--- config.mk ---
export PLATFORM = sky130hd
export DESIGN_NAME = tile_sequencer
export DESIGN_NICKNAME = d
export VERILOG_FILES = /design/src/rtl/tile_sequencer.sv
export SDC_FILE = /design/constraint.sdc
export NUM_CORES = 1
export LEC_CHECK = 0
export ABC_CLOCK_PERIOD_IN_PS = 3620
export BUFFER_PORTS_ARGS = -buffer_cell sky130_fd_sc_hd__buf_4
export CAP_MARGIN = 25
export CORE_MARGIN = 1.5
export CORE_UTILIZATION = 50
export DETAILED_ROUTE_END_ITERATION = 16
export PLACE_DENSITY = 0.77
export SYNTH_ARGS = -nofsm -noshare
export SYNTH_HDL_FRONTEND = slang
export SYNTH_SLANG_ARGS = --single-unit
--- constraint.sdc ---
create_clock -name clk -period 3.62 [get_ports clk]
set_input_delay 0.543 -clock clk [delete_from_list [all_inputs] [get_ports clk]]
set_output_delay 0.543 -clock clk [all_outputs]
set_load 0.01 [all_outputs]
--- src/rtl/tile_sequencer.sv ---
// ---------------------------------------------------------------------------
// tile_sequencer
//
// Runs one complete 3x3 matmul tile from a single command. The sequence is:
// weight load, systolic start, activation read, wait for systolic completion,
// then result writeback to the unified buffer. The instruction controller
// issues one command instead of driving each datapath control signal itself.
//
// Optional feature (macro TILE_SEQ_TIMEOUT_EN):
//   When the macro is defined, a 16-bit watchdog counter runs in every wait.
//   If it reaches TIMEOUT_CYC, the tile ends exactly as it would on abort.
//   When the macro is undefined, no counter exists and waits may stall forever.
//
// Ports:
//   clk, rst_n          clock, asynchronous active-low reset
//   cmd_*               tile command (valid/ready), latched on accept
//   abort               synchronous abort of a running tile
//   wt_mem_rd_en/addr   weight DRAM read strobe and address
//   wt_fifo_wr          weight FIFO push
//   sys_start           systolic start pulse
//   sys_rows/signed/acc_clear
//                       systolic configuration, held from start until DONE
//   sys_busy, sys_done  systolic status
//   ub_busy             unified buffer busy
//   ub_rd_*             UB activation read request (pulse + addr + count)
//   ub_wr_*             UB result write request (pulse + addr + count)
//   busy, done, err     status: tile running, completion pulse, error pulse
//
// Handshake: a command transfers on a rising edge where cmd_valid && cmd_ready.
// cmd_ready is high only in IDLE. The source may change or drop cmd_valid at
// any time while cmd_ready is low. All cmd_* fields are captured on the
// transfer edge.
//
// Every strobe is registered. The FSM computes the value a strobe should take
// for the next cycle, so a strobe appears one cycle after its condition holds.
// ---------------------------------------------------------------------------
module tile_sequencer #(
  parameter int WT_ROWS     = 3,
  parameter int WT_STRIDE   = 8,
  parameter int TIMEOUT_CYC = 1024
) (
  input  logic        clk,
  input  logic        rst_n,
  input  logic        cmd_valid,
  output logic        cmd_ready,
  input  logic [23:0] cmd_wt_addr,
  input  logic [8:0]  cmd_act_addr,
  input  logic [8:0]  cmd_out_addr,
  input  logic [7:0]  cmd_rows,
  input  logic        cmd_signed,
  input  logic        cmd_acc_clear,
  input  logic        abort,
  output logic        wt_mem_rd_en,
  output logic [23:0] wt_mem_addr,
  output logic        wt_fifo_wr,
  output logic        sys_start,
  output logic [7:0]  sys_rows,
  output logic        sys_signed,
  output logic        sys_acc_clear,
  input  logic        sys_busy,
  input  logic        sys_done,
  input  logic        ub_busy,
  output logic        ub_rd_en,
  output logic [8:0]  ub_rd_addr,
  output logic [8:0]  ub_rd_count,
  output logic        ub_wr_en,
  output logic [8:0]  ub_wr_addr,
  output logic [8:0]  ub_wr_count,
  output logic        busy,
  output logic        done,
  output logic        err
);

  localparam int KW = (WT_ROWS > 1) ? $clog2(WT_ROWS) : 1;

  typedef enum logic [2:0] {
    S_IDLE, S_WT_LOAD, S_SYS_START, S_ACT_RD, S_WAIT_SYS, S_WRITEBACK, S_DONE
  } state_t;

  state_t state, state_nx;

  // Latched command fields. wt_ptr steps through the weight rows.
  logic [KW-1:0] wt_k;
  logic [23:0]   wt_ptr;
  logic [8:0]    act_addr_q, out_addr_q;
  logic [7:0]    rows_q;
  logic          signed_q, acc_clear_q;

  logic accept, fault, timeout;
  logic wt_d, sys_start_d, rd_d, wr_d, done_d, err_d;

  assign cmd_ready = (state == S_IDLE);
  assign busy      = (state != S_IDLE);
  assign accept    = cmd_valid && cmd_ready;

`ifdef TILE_SEQ_TIMEOUT_EN
  logic [15:0] wait_cnt;
  logic        waiting;

  always_comb begin
    waiting = 1'b0;
    case (state)
      S_SYS_START:           waiting = sys_busy;
      S_ACT_RD, S_WRITEBACK: waiting = ub_busy;
      S_WAIT_SYS:            waiting = !sys_done;
      default:               waiting = 1'b0;
    endcase
  end

  // A fault fires in the cycle the counter would reach the limit. The tile
  // therefore ends with err exactly TIMEOUT_CYC cycles after the wait begins.
  assign timeout = waiting && (wait_cnt == 16'(TIMEOUT_CYC - 1));

  always_ff @(posedge clk or negedge rst_n) begin
    if (!rst_n)                 wait_cnt <= '0;
    else if (state_nx != state) wait_cnt <= '0;
    else if (waiting)           wait_cnt <= wait_cnt + 16'd1;
  end
`else
  assign timeout = 1'b0;
`endif

  // Abort (or timeout) only has an effect while a tile is running.
  // It has priority over every other event, including sys_done.
  assign fault = busy && (abort || timeout);

  // State register
  always_ff @(posedge clk or negedge rst_n) begin
    if (!rst_n) state <= S_IDLE;
    else        state <= state_nx;
  end

  // Next-state logic
  always_comb begin
    state_nx = state;
    if (fault) begin
      state_nx = S_IDLE;
    end else begin
      case (state)
        S_IDLE:      if (accept && cmd_rows != 8'd0)  state_nx = S_WT_LOAD;
        S_WT_LOAD:   if (wt_k == KW'(WT_ROWS - 1))    state_nx = S_SYS_START;
        S_SYS_START: if (!sys_busy)                   state_nx = S_ACT_RD;
        S_ACT_RD:    if (!ub_busy)                    state_nx = S_WAIT_SYS;
        S_WAIT_SYS:  if (sys_done)                    state_nx = S_WRITEBACK;
        S_WRITEBACK: if (!ub_busy)                    state_nx = S_DONE;
        S_DONE:                                       state_nx = S_IDLE;
        default:                                      state_nx = S_IDLE;
      endcase
    end
  end

  // Output logic: the value each strobe takes in the next cycle
  always_comb begin
    wt_d        = 1'b0;
    sys_start_d = 1'b0;
    rd_d        = 1'b0;
    wr_d        = 1'b0;
    done_d      = 1'b0;
    err_d       = 1'b0;
    if (fault) begin
      err_d = 1'b1;
    end else begin
      case (state)
        S_IDLE:      err_d       = accept && (cmd_rows == 8'd0);
        S_WT_LOAD:   wt_d        = 1'b1;
        S_SYS_START: sys_start_d = !sys_busy;
        S_ACT_RD:    rd_d        = !ub_busy;
        S_WRITEBACK: wr_d        = !ub_busy;
        S_DONE:      done_d      = 1'b1;
        default:     ;
      endcase
    end
  end

  // Command capture and weight row stepping
  always_ff @(posedge clk or negedge rst_n) begin
    if (!rst_n) begin
      wt_k        <= '0;
      wt_ptr      <= '0;
      act_addr_q  <= '0;
      out_addr_q  <= '0;
      rows_q      <= '0;
      signed_q    <= 1'b0;
      acc_clear_q <= 1'b0;
    end else if (accept) begin
      wt_k        <= '0;
      wt_ptr      <= cmd_wt_addr;
      act_addr_q  <= cmd_act_addr;
      out_addr_q  <= cmd_out_addr;
      rows_q      <= cmd_rows;
      signed_q    <= cmd_signed;
      acc_clear_q <= cmd_acc_clear;
    end else if (state == S_WT_LOAD && !fault) begin
      wt_k   <= wt_k + KW'(1);
      wt_ptr <= wt_ptr + 24'(WT_STRIDE);   // wraps mod 2^24
    end
  end

  // Registered outputs. Address and count buses read zero when not strobing.
  always_ff @(posedge clk or negedge rst_n) begin
    if (!rst_n) begin
      wt_mem_rd_en  <= 1'b0;
      wt_fifo_wr    <= 1'b0;
      wt_mem_addr   <= '0;
      sys_start     <= 1'b0;
      sys_rows      <= '0;
      sys_signed    <= 1'b0;
      sys_acc_clear <= 1'b0;
      ub_rd_en      <= 1'b0;
      ub_rd_addr    <= '0;
      ub_rd_count   <= '0;
      ub_wr_en      <= 1'b0;
      ub_wr_addr    <= '0;
      ub_wr_count   <= '0;
      done          <= 1'b0;
      err           <= 1'b0;
    end else begin
      wt_mem_rd_en <= wt_d;
      wt_fifo_wr   <= wt_d;
      wt_mem_addr  <= wt_d ? wt_ptr : 24'd0;
      sys_start    <= sys_start_d;
      ub_rd_en     <= rd_d;
      ub_rd_addr   <= rd_d ? act_addr_q : 9'd0;
      ub_rd_count  <= rd_d ? {1'b0, rows_q} : 9'd0;
      ub_wr_en     <= wr_d;
      ub_wr_addr   <= wr_d ? out_addr_q : 9'd0;
      ub_wr_count  <= wr_d ? 9'd1 : 9'd0;
      done         <= done_d;
      err          <= err_d;
      // The systolic configuration appears with sys_start. It stays stable
      // through the DONE cycle and clears when the FSM returns to IDLE.
      if (sys_start_d) begin
        sys_rows      <= rows_q;
        sys_signed    <= signed_q;
        sys_acc_clear <= acc_clear_q;
      end else if (state_nx == S_IDLE) begin
        sys_rows      <= '0;
        sys_signed    <= 1'b0;
        sys_acc_clear <= 1'b0;
      end
    end
  end

endmodule

==> metrics.txt <==
routed len/inst 15.2 um; total gr overflow 0; yosys warns 0; first-pass GRT wire length 18.1 mm; vias in the first global route 3850; Tcrit/Tclk final 0.723; clock-pin slew on the worst setup and hold paths 0.06 ns; RSZ-0062 raised after global routing no; CTS Hold Bufs 0; via count 3950; Synth Register Bits 123; final estimated routing congestion in global placement 0.839; drt drc 0; setup slack, reg-to-reg 1.00 ns; Hold Path Class input pin to async pin; vias per cell 5.25; Critical Path AT 3.00 ns; TNS Setup 0 ns; PostCTS Resize Cnt 0; largest cells by area after synthesis dfrtp_1 (61%), nand2_1 (9.5%), and2_1 (6.2%), a22oi_1 (2.1%), o21ai_0 (2.1%); Num CTS Buffers 17; most common cell in the synthesized netlist nand2_1; post-synthesis cell count 483; die area 10600 um2; Clock Path Buffers 2; Fin. Hold Viols 0; worst setup margin 1.00 ns; FMAX 382 MHz; CTS tree built; initial core utilization 0.513; crit path launch type flip-flop; Clock Latency Late Sink 0.51 ns; Max Slew Vio Count 0; fin crit period 2.62 ns; Worst R2R End wt_ptr[16]$_DFFE_PN0P_; area fraction of the dominant cell type after synthesis 0.613; Final ANT Viol Nets 0; Power Total 4750 uW; worst reg2reg path depth 6; Core ar. 9770 um2; H-tree Lvls 4; Post-DP HPWL 7.50 mm; largest net degree at the start of global routing 71; crit path kind flip-flop to flip-flop; IO Port Bufs 128; status completed; final setup vio count 0; FP Rows 36; Async SR Flop Fraction 1.00; Most used DFF post-synth dfrtp_1; CTS sink count 123; Post-Syn Area 5020 um2; number of library cell types mapped by synthesis 51; area grow syn2layout 31.9%; reg2reg start state[2]$_DFF_PN0_; GR Util All Layers 0.226; # diodes 0; I/O pin count 138; worst-path maximum fanout 22; Crit path required time 4.01 ns; Chip Width 103 um; drt first-iter violations 237; share of cells above drive strength 1 0.273; clock root cell clkbuf_8; initial antenna violation count 0; P_leak 0.00332 uW; power per cell area 717 nW/um2; wirelength, routed 11.4 mm; Max VDD drop 374 uV; Post-Syn Area per Cell 10.4 um2; Final nets 669; Synth area leader dfrtp_1; Slew headroom 0.381; fraction of the yosys area taken by sequential cells 0.613; Post-synth EDFFs 0; router iterations before antenna repair 5; Post-CTS Setup Bufs 0; chip height 103 um; Post-synth top cells nand2_1 (127), dfrtp_1 (123), and2_1 (50); worst slew pin tran 0.926 ns; setup clock skew after layout 0.00575 ns; max cap viols 0; post-place setup slack 1.02 ns; crit end category flip-flop
## flip-flops by register name, summed over array words and instances, names as in the netlist
| name | cells |
|---|---|
| sys_start | 1 |
| signed_q | 1 |
| ub_wr_count | 1 |
| ub_rd_en | 1 |
| state | 3 |
| sys_acc_clear | 1 |
| out_addr_q | 9 |
| err | 1 |
| ub_rd_count | 8 |
| acc_clear_q | 1 |
| ub_rd_addr | 9 |
| act_addr_q | 9 |
| rows_q | 8 |
| wt_k | 2 |
| wt_mem_addr | 24 |
| sys_signed | 1 |
| wt_fifo_wr | 1 |
| sys_rows | 8 |
| ub_wr_addr | 9 |
| wt_ptr | 24 |
| done | 1 |
## critical path: stages (launching register included)
cell      delay [ns]
dfrtp_1         0.55
or4b_4          0.69
inv_1           0.30
buf_4           0.30
nor2_1          0.16
o21bai_1        0.19
a221o_1         0.29
## cell type report
cell class / instances / area [um2]
clock buffers: 22 / 473
clock inverters: 8 / 92.6
fillers: 756 / 3160
inverters: 5 / 18.8
multi-input cells: 326 / 1760
flip-flops and latches: 123 / 3080
well taps: 133 / 166
repair buffers: 135 / 1030
## layer usage
metal | routed length, um | vias up | track usage | share of wire
met1 | 4780 | 1885 | 0.294 | 0.42
li1 | - | 1871 | - | -
met5 | 0 | - | 0 | 0
met4 | 344 | 0 | 0.125 | 0.030
met2 | 5670 | 162 | 0.363 | 0.50
met3 | 635 | 32 | 0.0383 | 0.056
## kinds of logic (layout without fill, tap and decap cells)
kind of cell	Yosys count	count (layout)	synth area share
other	1	9	0.000747
AO/OA/AOI/OAI	71	71	0.0942
flip-flops	123	123	0.613
XOR/XNOR	5	5	0.00873
AND/OR/NAND/NOR	238	238	0.233
buffers and inverters	42	170	0.0429
multiplexers	1	1	0.00199
adder cells (fa/ha/maj)	2	2	0.00499
## power by group
part | total (uW) | leakage (uW) | internal [uW] | switching, uW
Combinational | 1110 | 0.00143 | 475 | 631
Sequential | 2050 | 0.00161 | 1750 | 303
Clock | 1590 | 0.000282 | 1040 | 553
## how the worst max path moves through the flow
stage | start | endpoint | slack, ns | cells past startpoint
global route | state[2]$_DFF_PN0_ | wt_ptr[16]$_DFFE_PN0P_ | 0.82 | 6
floorplan | abort | wt_ptr[18]$_DFFE_PN0P_ | 1.28 | 6
global placement | abort | wt_ptr[16]$_DFFE_PN0P_ | 1.05 | 7
detailed placement | abort | wt_ptr[16]$_DFFE_PN0P_ | 1.02 | 7
finish | state[2]$_DFF_PN0_ | wt_ptr[16]$_DFFE_PN0P_ | 1.00 | 6
CTS | state[2]$_DFF_PN0_ | wt_ptr[16]$_DFFE_PN0P_ | 1.04 | 6
## stage by stage
step | utilization | hold WS [ns] | cells | area [um2]
after floorplan | - | 0.247 | 491 | 5050
after global placement | 0.619 | 0.449 | 722 | 6050
after detailed placement | 0.619 | 0.454 | 722 | 6050
after CTS | 0.677 | 0.0717 | 752 | 6620
after global routing | 0.677 | 0.109 | 752 | 6620
final | 0.677 | 0.0659 | 752 | 6620
## cell usage in the layout (no fill, tap or decap), drive strengths merged, types with 5 or more instances in the layout
cell type and instances:
a22oi 14, clkinv 5, o311ai 6, and2 50, a21oi 7, dfrtp 123, clkbuf 22, inv 5
o21ai 22, nand2 127, nor4 6, or4 5, a31oi 5, buf 135, conb 9, nor2 11
nand3 12
Power figures use the tool's default switching activity.
